===== src/rtl/sap_1_controller_sequencer_if.sv =====
// sap_1_controller_sequencer_if: run/step/opcode inputs and ring/control-word outputs of the SAP-1 controller
interface sap_1_controller_sequencer_if;
    logic        run;
    logic        step;
    logic [3:0]  opcode;
    logic [5:0]  t;
    logic [11:0] con;
    logic        adv;
    logic        instr_done;
    logic        halted;
    logic        illegal;
    modport master (output run, step, opcode, input t, con, adv, instr_done, halted, illegal);
    modport slave  (input run, step, opcode, output t, con, adv, instr_done, halted, illegal);
endinterface


===== src/rtl/sap_1_controller_sequencer.sv =====
// sap_1_controller_sequencer: SAP-1 six-state ring counter, opcode decoder and control-word generator
module sap_1_controller_sequencer (
    input  logic                                clk_i,
    input  logic                                clr_i,
    sap_1_controller_sequencer_if.slave         bus
);
    localparam logic [3:0] OP_LDA = 4'h0;
    localparam logic [3:0] OP_ADD = 4'h1;
    localparam logic [3:0] OP_SUB = 4'h2;
    localparam logic [3:0] OP_OUT = 4'hE;
    localparam logic [3:0] OP_HLT = 4'hF;
    localparam logic [5:0] T1 = 6'b000001;
    localparam logic [5:0] T2 = 6'b000010;
    localparam logic [5:0] T3 = 6'b000100;
    localparam logic [5:0] T4 = 6'b001000;
    localparam logic [5:0] T5 = 6'b010000;
    localparam logic [5:0] T6 = 6'b100000;
    localparam logic [11:0] CON_IDLE = 12'h3E3;
    logic [5:0]  t_q, t_d;
    logic        step_q, halted_q, halted_d, illegal_q, illegal_d;
    logic        adv, is_lda, is_add, is_sub, is_out, is_hlt, at_t4;
    logic [11:0] con;
    assign is_lda = bus.opcode == OP_LDA;
    assign is_add = bus.opcode == OP_ADD;
    assign is_sub = bus.opcode == OP_SUB;
    assign is_out = bus.opcode == OP_OUT;
    assign is_hlt = bus.opcode == OP_HLT;
    assign adv    = ~halted_q & (bus.run | (bus.step & ~step_q));
    assign at_t4  = adv & (t_q == T4);
    // HLT stops the ring at the T4 edge; any other opcode keeps rotating
    always_comb begin
        t_d       = adv ? {t_q[4:0], t_q[5]} : t_q;
        halted_d  = halted_q;
        illegal_d = illegal_q | (at_t4 & ~(is_lda | is_add | is_sub | is_out | is_hlt));
        if (at_t4 && is_hlt) begin
            t_d      = 6'b0;
            halted_d = 1'b1;
        end
    end
    always_comb begin
        con = CON_IDLE;
        if (adv) begin
            case (t_q)
                T1:      con = 12'h5E3;
                T2:      con = 12'hBE3;
                T3:      con = 12'h263;
                T4:      con = (is_lda | is_add | is_sub) ? 12'h1A3 : is_out ? 12'h3F2 : CON_IDLE;
                T5:      con = is_lda ? 12'h2C3 : (is_add | is_sub) ? 12'h2E1 : CON_IDLE;
                T6:      con = is_add ? 12'h3C7 : is_sub ? 12'h3CF : CON_IDLE;
                default: con = CON_IDLE;
            endcase
        end
    end
    always_ff @(posedge clk_i) begin
        if (clr_i) begin
            t_q       <= T1;
            step_q    <= 1'b0;
            halted_q  <= 1'b0;
            illegal_q <= 1'b0;
        end else begin
            t_q       <= t_d;
            step_q    <= bus.step;
            halted_q  <= halted_d;
            illegal_q <= illegal_d;
        end
    end
    assign bus.t          = t_q;
    assign bus.con        = con;
    assign bus.adv        = adv;
    assign bus.instr_done = adv & (t_q == T6);
    assign bus.halted     = halted_q;
    assign bus.illegal    = illegal_q;
endmodule


===== src/flat_wrapper.sv =====
// flat-port wrapper written by rule: the top's interface ports become plain ports
module sap_1_controller_sequencer_flat 
  (clk_i, clr_i, bus_run, bus_step, bus_opcode, bus_t, bus_con, bus_adv, bus_instr_done, bus_halted, bus_illegal);
  sap_1_controller_sequencer_if bus_i ();
  input  logic clk_i;
  input  logic clr_i;
  input wire logic [$bits(bus_i.run)-1:0] bus_run;
  input wire logic [$bits(bus_i.step)-1:0] bus_step;
  input wire logic [$bits(bus_i.opcode)-1:0] bus_opcode;
  output wire logic [$bits(bus_i.t)-1:0] bus_t;
  output wire logic [$bits(bus_i.con)-1:0] bus_con;
  output wire logic [$bits(bus_i.adv)-1:0] bus_adv;
  output wire logic [$bits(bus_i.instr_done)-1:0] bus_instr_done;
  output wire logic [$bits(bus_i.halted)-1:0] bus_halted;
  output wire logic [$bits(bus_i.illegal)-1:0] bus_illegal;
  assign bus_i.run = bus_run;
  assign bus_i.step = bus_step;
  assign bus_i.opcode = bus_opcode;
  assign bus_t = bus_i.t;
  assign bus_con = bus_i.con;
  assign bus_adv = bus_i.adv;
  assign bus_instr_done = bus_i.instr_done;
  assign bus_halted = bus_i.halted;
  assign bus_illegal = bus_i.illegal;
  sap_1_controller_sequencer u_core (.clk_i(clk_i), .clr_i(clr_i), .bus(bus_i));
endmodule

===== config.mk =====
export PLATFORM = sky130hd
export DESIGN_NAME = sap_1_controller_sequencer_flat
export DESIGN_NICKNAME = d
export VERILOG_FILES = /design/src/rtl/sap_1_controller_sequencer_if.sv /design/src/rtl/sap_1_controller_sequencer.sv /design/src/flat_wrapper.sv
export SDC_FILE = /design/constraint.sdc
export NUM_CORES = 1
export LEC_CHECK = 0
export CELL_PAD_IN_SITES_DETAIL_PLACEMENT = 1
export CELL_PAD_IN_SITES_GLOBAL_PLACEMENT = 1
export CORE_UTILIZATION = 43
export CTS_CLUSTER_SIZE = 40
export DETAILED_ROUTE_END_ITERATION = 8
export DONT_BUFFER_PORTS = 1
export PLACE_DENSITY_LB_ADDON = 0.1
export SETUP_SLACK_MARGIN = 0.02
export SYNTH_ARGS = -nofsm -noshare
export SYNTH_HDL_FRONTEND = slang
export SYNTH_SLANG_ARGS = --single-unit

===== constraint.sdc =====
create_clock -name clk_i -period 4.35 [get_ports clk_i]
set_clock_uncertainty 0.1 [all_clocks]
set_input_delay 0 -clock clk_i [delete_from_list [all_inputs] [get_ports clk_i]]
set_output_delay 0 -clock clk_i [all_outputs]
set_load 0.02 [all_outputs]

## After elaboration in Yosys (flattened, before gate mapping)

Cells that the tools add are included.

- Equal/unequal tests: 10
- Reduce and logical (&&, ||, !) cells: 4
- Divide/modulo/power cells: 0
- Magnitude comparators: 0
- Shift-type cells: 0
- Muxes and demuxes: 10
- $mul: 0
- Bitwise logic cells: 15
- $add $sub $neg: 0

Operator list:

| cell | number |
|---|---|
| one-hot mux 12 bit (6 select lines) | 1 |
| 2-to-1 mux 12 bit | 4 |
| 2-to-1 mux 9 bit | 1 |
| == test 4 bit (second input constant) | 2 |
| bitwise OR 1 bit | 7 |
| == test 6 x 1 -> 1 bit (second input constant) | 1 |
| == test 6 x 2 -> 1 bit (second input constant) | 1 |
| == test 6 x 3 -> 1 bit (second input constant) | 1 |
| == test 6 x 4 -> 1 bit (second input constant) | 1 |
| == test 6 x 5 -> 1 bit (second input constant) | 1 |
| == test 6 bit (second input constant) | 1 |
| 2-to-1 mux 6 bit | 1 |
| AND 1 bit | 5 |
| 2-to-1 mux 5 bit | 1 |
| == test 4 x 1 -> 1 bit (second input constant) | 1 |
| == test 4 x 2 -> 1 bit (second input constant) | 1 |
| zero test 4 bit | 1 |
| inverter 1 bit | 3 |
| 2-to-1 mux 1 bit | 2 |
| nonzero test 2 bit | 1 |
| OR reduction 2 bit | 1 |
| logical AND 1 bit | 1 |

- Bits in latches: 0
- Memories: 0
- Bits in writable memories: 0
- Input port bits: 8
- Output and inout bits: 22
- Word-level logic and storage cells: 44
- Memory bits (read-only): 0
- Flip-flop bits (word level): 9

## Logic depth before layout (Yosys ltp)

Gate-level depths: netlist of run 1.

- Depth in word-level cells: 8
- Mapped depth: 6
- Gate-level depth less buffers: 5

## Worst setup path before layout of run 1

OpenSTA, ideal clock, no wires.

- Kind: flip-flop to output port
- Start point: reg u_core.t_q[3], in the netlist u_core.bus.t[3]
- End point: out bus_con[9]
- Stages on the path, launching flop included: 4
- Buffers on the path: 1
- Arrival: 1961 ps
- Slack: 2289 ps
- Cells stage by stage: dfxtp_1 > buf_2 > or4b_4 > o311ai_0

- Longest elaborated chain between the ends: 3
- Elaborated cells between the ends (all ways): 8
- Classes of those cells: eq/ne (6); mux (2)

RTL lines:

| element | line | text |
|---|---|---|
| start: declaration | sap_1_controller_sequencer.sv:19 | `logic [5:0] t_q, t_d;` |
| start signal: assignment | sap_1_controller_sequencer.sv:61 | `t_q <= t_d;` |
| == test 6 bit (tied with other cells) | sap_1_controller_sequencer.sv:43 | `case (t_q)` |
| one-hot mux 12 bit (6 select lines) (*) | sap_1_controller_sequencer.sv:43 |  |
| 2-to-1 mux 12 bit (*) | sap_1_controller_sequencer.sv:42 | `if (adv) begin` |
| end: declaration | flat_wrapper.sv:11 | `output wire logic [$bits(bus_i.con)-1:0] bus_con;` |

Mark *: on every way between the ends. The rest lies on a longest branch, timed or not.

## Final worst setup path of run 1

- Start point: reg u_core.step_q
- End point: out bus_con[9]

- Longest elaborated chain between the ends: 5

RTL lines:

| element | line | text |
|---|---|---|
| start: declaration | sap_1_controller_sequencer.sv:20 | `logic step_q, halted_q, halted_d, illegal_q, illegal_d;` |
| start signal: assignment | sap_1_controller_sequencer.sv:62 | `step_q <= bus.step;` |
| inverter 1 bit | sap_1_controller_sequencer.sv:28 | `assign adv = ~halted_q & (bus.run \| (bus.step & ~step_q));` |
| AND 1 bit | sap_1_controller_sequencer.sv:28 |  |
| bitwise OR 1 bit | sap_1_controller_sequencer.sv:28 |  |
| AND 1 bit | sap_1_controller_sequencer.sv:28 |  |
| named net bus_adv | flat_wrapper.sv:12 | `output wire logic [$bits(bus_i.adv)-1:0] bus_adv;` |
| 2-to-1 mux 12 bit | sap_1_controller_sequencer.sv:42 |  |

The timed path passes the listed nets, and every way through them passes these cells.

==> results.md, run 1 <==
- Status: complete, no violations
- Die height: 41.0 um
- Die X: 41.0 um
- Initial Util: 48.5%
- Worst reg2reg path startpoint: u_core.bus.t[3]$_SDFFE_PP0P_
- Synth area leader: dfxtp_1
- Most common cell after layout, fill and taps aside: nand2_1
- Crit. Startpoint: u_core.step_q$_SDFF_PP0_
- Fraction of registers with async set or reset after synthesis: 0%
- HP Start: bus_opcode[1]
- Share of layout cells above drive strength 1: 12.4%
- Routed len/inst: 16.3 um
- Critical path type: reg -> out
- Area Growth Syn to Fin: 8.80%
- TritonCTS clock tree: done
- Unique masters post-synth: 40
- DRT Pass-1 Iters: 4
- Hold/Removal Path Class: in -> reg
- PwrDens: 286 mW/mm^2
- FMAX: 0.384 GHz
- Die area: 0.00168 sq mm
- Setup Total Neg Slack: 0 ns
- Worst IR Drop VDD: 0.183 mV
- Crit path launch type: flop
- Leak pwr: 0.247 nW
- GRT Util Overall: 22.4%
- Max incr delay on CP: 0.77 ns
- # Max-Cap Violations: 0
- Setup violators final: 0
- CP Capture Type: primary output
- Antenna-violating nets left: 0
- Syn avg cell area: 7.44 sq um
- DR vias: 635
- Critical path data arrival time: 2.51 ns
- Vias in the first global route: 603
- Slowest-stage cell, CP: o21bai_1
- RSZ-0062 raised after global routing: false
- Sequential-to-total area share from yosys stat: 27.5%
- Iter 0 DRT Violations: 11
- Routed vias/inst: 6.11
- WP data required: 4.25 ns
- Cell row count: 13
- Cts repair resizes: 0
- Mapped Nets: 96
- Io pins: 30
- Clock tree buffer depth: 2
- Final nets: 98
- Hold slack: 0.0198 ns
- Post-DP HPWL: 1220 um
- Actual slew at the worst max-slew pin: 1.12 ns
- Ant. Diodes: 0
- GRT overflow: 0
- Mapped Cells: 88
- Top post-synthesis cells by area: dfxtp_1 (28%), nand2_1 (6.9%), nor2_1 (5.2%)
- Top_reg_cell synth: dfxtp_1
- Area of the core: 0.00135 sq mm
- Critical Path, Cell by Cell: nor2b_1 > o21bai_1 > clkinv_1 > o311ai_0
- Final hold violations: 0
- Max-Slew Margin vs Limit: 24.4%
- Global-route wire length before repair: 2430 um
- Minimum clock period: 2.61 ns
- Port Buffers: 0
- Clk slew on worst S/H paths: 0.07 ns
- GPL Wtd Cong: 0.721
- Fin crit share: 59.9%
- Top cell type's share of synthesized area: 27.5%
- Final wirelength: 1700 um
- Total CTS buffers: 3
- Worst skew pair latency: 0.27 ns
- Critical-path maximum fanout: 14
- Drt drc: 0
- H-tree depth: 1
- Yosys reg bits: 9
- Mapped Area: 654 sq um
- Most frequent cells in the layout: nand2_1 (12), nor2_1 (9), dfxtp_1 (9)
- Initial antenna violation count: 0
- Synthesis Warnings: 0
- Clock Sinks: 9
- EDFF count, synth: 0
- Pins Over Slew Limit: 0
- Clk root buf: clkbuf_4
- Largest net degree at the start of global routing: 15
==> timing repair <==
action,CTS,global route
endpoints found under the hold margin,9,0
buffers inserted,0,0
hold buffers,5,0
setup endpoints to repair,0,0
==> worst paths after layout <==
check / to / slack (ns) / cells past startpoint
min reg2reg: u_core.bus.illegal$_SDFF_PP0_ / 0.50 / 2
min: u_core.bus.illegal$_SDFF_PP0_ / 0.02 / 4
max: bus_con[9] / 1.74 / 4
max reg2reg: u_core.bus.t[4]$_SDFFE_PP0P_ / 1.84 / 4
==> worst max-delay path, delay by kind of cell, from the launching register on <==
kind,cells,cell delay [ns]
AOI/OAI and AO/OA,2,1.25
DFF,1,0.31
buffers and inverters,1,0.64
and+or+nand+nor,1,0.04
==> sequential cells by signal, summed over array words and instances (netlist names) <==
name / flops
u_core.bus.halted: 1
u_core.bus.illegal: 1
u_core.bus.t: 6
u_core.step_q: 1
==> cell usage after synthesis, types with 2 or more instances <==
cell type,count
clkbuf_1,6
mux2i_1,2
nand2_1,12
nor4_1,3
or2_2,3
nor4b_1,2
a21oi_1,6
nand3_1,2
o21ai_0,3
xnor2_1,2
nor2b_1,2
nor2_1,9
dfxtp_1,9
==> report_power, final <==
| group | internal, mW | total [mW] | switching [mW] |
|---|---|---|---|
| registers | 0.0854 | 0.0954 | 0.00997 |
| clock network | 0.0339 | 0.0651 | 0.0311 |
| logic | 0.0156 | 0.0428 | 0.0273 |
| total | 0.135 | 0.203 | 0.0684 |
==> cell families (layout without fill, tap and decap cells) <==
group           after synthesis  count (layout)  share of synthesized area, %
compound gates               18              18                          18.2
buf+inv                      11              12                          7.65
mux                           2               2                          3.06
simple gates                 45              45                          39.6
flops                         9               9                          27.5
xor+xnor                      3               3                          4.02
==> per-layer routing <==
| metal | vias up | share of wire, % | global-route usage, % |
|---|---|---|---|
| met5 | - | 0 | 0 |
| met4 | 0 | 1.6 | 12.5 |
| met3 | 5 | 4.3 | 3.80 |
| met2 | 18 | 50 | 40.2 |
| met1 | 292 | 44 | 24.3 |
| li1 | 320 | - | - |
==> per-stage QoR <==
step / power [mW] / area (sq um) / setup WS [ns] / util (%) / cells
global route: 0.214 / 712 / 1.47 / 52.7 / 104
detailed placement: 0.136 / 634 / 2.05 / 47.0 / 95
global placement: 0.135 / 634 / 2.16 / 47.0 / 95
CTS: 0.206 / 712 / 1.70 / 52.7 / 104
floorplan: 0.132 / 654 / 2.29 / - / 88
finish: 0.203 / 712 / 1.74 / 52.7 / 104
==> cell type report <==
cell class	instances	area [sq um]
clock inverter	1	5.00
clock buffer	3	22.5
sequential	9	180
timing repair buffer	5	50.0
fill	169	638
tap	15	18.8
multi-input combinational	68	424
inverter	3	11.3
(Power assumes the default switching activity.)
==> run 2: changes to the inputs <==
--- a/config.mk
+++ b/config.mk
@@ -5,9 +5,10 @@
 export SDC_FILE = /design/constraint.sdc
 export NUM_CORES = 1
 export LEC_CHECK = 0
+export ABC_AREA = 1
 export CELL_PAD_IN_SITES_DETAIL_PLACEMENT = 1
 export CELL_PAD_IN_SITES_GLOBAL_PLACEMENT = 1
-export CORE_UTILIZATION = 43
+export CORE_UTILIZATION = 38
 export CTS_CLUSTER_SIZE = 40
 export DETAILED_ROUTE_END_ITERATION = 8
 export DONT_BUFFER_PORTS = 1
==> constraint.sdc (replaced) <==
create_clock -name clk_i -period 2.4 [get_ports clk_i]
set_clock_uncertainty 0.1 [all_clocks]
set_input_delay 0 -clock clk_i [delete_from_list [all_inputs] [get_ports clk_i]]
set_output_delay 0 -clock clk_i [all_outputs]
set_load 0.02 [all_outputs]
==> results.md, run 2 <==
- Synthesis Warnings: 0
- Global-route wire length before repair: 2930 um
- Cell row count: 15
- Worst skew pair latency: 0.26 ns
- FMAX: 0.503 GHz
- Final nets: 142
- Pins Over Slew Limit: 0
- Iter 0 DRT Violations: 2
- Largest net degree at the start of global routing: 20
- Cts repair resizes: 0
- WP data required: 2.50 ns
- Post-DP HPWL: 1420 um
- Max-Slew Margin vs Limit: 72.9%
- Mapped Area: 729 sq um
- Hold/Removal Path Class: in -> reg
- Yosys reg bits: 9
- Mapped Cells: 127
- EDFF count, synth: 0
- Top cell type's share of synthesized area: 24.7%
- Routed vias/inst: 4.77
- Syn avg cell area: 5.74 sq um
- Critical-path maximum fanout: 6
- Top post-synthesis cells by count: nand2_1 (30), inv_1 (27), nor2_1 (24)
- Port Buffers: 0
- Initial Util: 41.3%
- Die height: 45.8 um
- Layout Utilization: 45.7%
- Post-CTS setup buffers: 0
- Critical path data arrival time: 2.09 ns
- Clock Sinks: 9
- GPL Wtd Cong: 0.832
- TritonCTS clock tree: done
- Final hold violations: 0
- Fin crit share: 82.8%
- Top_reg_cell synth: dfxtp_1
- Most frequent cells in the layout: nand2_1 (30), inv_1 (27), nor2_1 (24)
- Sequential-to-total area share from yosys stat: 24.7%
- PwrDens: 476 mW/mm^2
- Setup Total Neg Slack: 0 ns
- DR vias: 753
- Routed len/inst: 11.5 um
- Most common cell in the netlist: nand2_1
- Die X: 45.8 um
- H-tree depth: 1
- Unique masters post-synth: 19
- Share of layout cells above drive strength 1: 14.3%
- Critical path type: reg -> reg
- Clk root buf: clkbuf_4
- CP Capture Type: flop
- Status: complete, no violations
- Area of the core: 0.00176 sq mm
- Drt drc: 0
- Actual slew at the worst max-slew pin: 0.406 ns
- Io pins: 30
- Total CTS buffers: 3
- Max incr delay on CP: 0.57 ns
- Crit path launch type: flop
- Setup violators final: 0
- Ant. Diodes: 0
- Synth area leader: dfxtp_1
- Worst IR Drop VDD: 0.260 mV
- Clock tree buffer depth: 2
- Fraction of registers with async set or reset after synthesis: 0%
- Vias in the first global route: 720
- DRT Pass-1 Iters: 3
- Max reg flops: 6
- Clk slew on worst S/H paths: 0.06 ns
- Final wirelength: 1820 um
- Area Growth Syn to Fin: 10.5%
- GRT Util Overall: 19.2%
- RSZ-0062 raised after global routing: false
- Slowest-stage cell, CP: dfxtp_1
- Leak pwr: 0.402 nW
- Most common cell after layout, fill and taps aside: nand2_1
- Minimum clock period: 1.99 ns
- # Max-Cap Violations: 0
- Top post-synthesis cells by area: dfxtp_1 (25%), nand2_1 (15%), inv_1 (14%)
- Mapped Nets: 135
- GRT overflow: 0
- Antenna-violating nets left: 0
- Die area: 0.00210 sq mm
- Critical Path, Cell by Cell: inv_2 > nor2_2 > nand3_2 > nor2_4 > nand2_2 > a21oi_2 > dlygate4sd3_1
- Initial antenna violation count: 0
## run 2: changes by cell type after synthesis, sizes merged, moves of 5 or more
cell / delta
o21ai: +5
nand3: +8
inv: +26
clkbuf: -6
nor2: +21
nand2: +22
## run 2: layer usage
layer  GRT usage, %  vias to the layer above  wire length, um
li1               -                      390                -
met1           23.8                      341              811
met2           30.9                       18              872
met3           3.57                        4              109
met4           11.2                        0               24
met5              0                        -                0
## run 2: logic make-up after synthesis
logic type / count (synthesis) / synth area share (%)
AOI/OAI and AO/OA: 12 / 8.75
buffers and inverters: 29 / 16.0
DFF: 9 / 24.7
and+or+nand+nor: 77 / 50.6
## run 2: final timing paths
path                                       from                        endpoint  slack [ns]  depth (start not counted)
setup / recovery   u_core.bus.t[3]$_SDFFE_PP0P_  u_core.bus.halted$_SDFFE_PP0P_        0.41                          7
setup reg to reg   u_core.bus.t[3]$_SDFFE_PP0P_  u_core.bus.halted$_SDFFE_PP0P_        0.41                          7
hold reg to reg   u_core.bus.illegal$_SDFF_PP0_   u_core.bus.illegal$_SDFF_PP0_        0.49                          2
hold / removal                    bus_opcode[3]   u_core.bus.illegal$_SDFF_PP0_        0.03                          5
## run 2: power breakdown
group          leakage (nW)  internal (mW)  switching (mW)
logic                 0.313         0.0260          0.0713
registers            0.0736          0.155          0.0138
clock network        0.0150         0.0641          0.0536
## run 2: final cells by class
cell class | count | area [sq um]
well taps | 25 | 31.3
inverters | 28 | 105
fillers | 267 | 958
clock buffers | 4 | 26.3
flip-flops and latches | 9 | 180
multi-input cells | 89 | 433
repair buffers | 3 | 30.0
## run 2: what timing repair did
item                                    4_1_cts  5_1_grt
endpoints found under the setup margin        0        0
endpoints found under the hold margin         9        0
hold buffers                                  3        0
## run 2: critical path, delay by kind of cell, from the launching register on
kind | cells | cell delay (ns)
AOI/OAI and AO/OA | 1 | 0.12
and+or+nand+nor | 4 | 0.50
buffers and inverters | 2 | 0.65
DFF | 1 | 0.57
## run 2: per-stage QoR
| step | power [mW] | hold slack, ns | instance area [sq um] | cells | setup WS, ns |
|---|---|---|---|---|---|
| final | 0.384 | 0.0256 | 806 | 158 | 0.412 |
| after global routing | 0.409 | 0.0735 | 806 | 158 | 0.301 |
| after CTS | 0.389 | 0.0295 | 806 | 158 | 0.426 |
| after global placement | 0.263 | -0.0347 | 749 | 151 | 0.932 |
| after floorplan | 0.253 | -0.0376 | 729 | 127 | 1.03 |
| after detailed placement | 0.266 | -0.0298 | 749 | 151 | 0.875 |
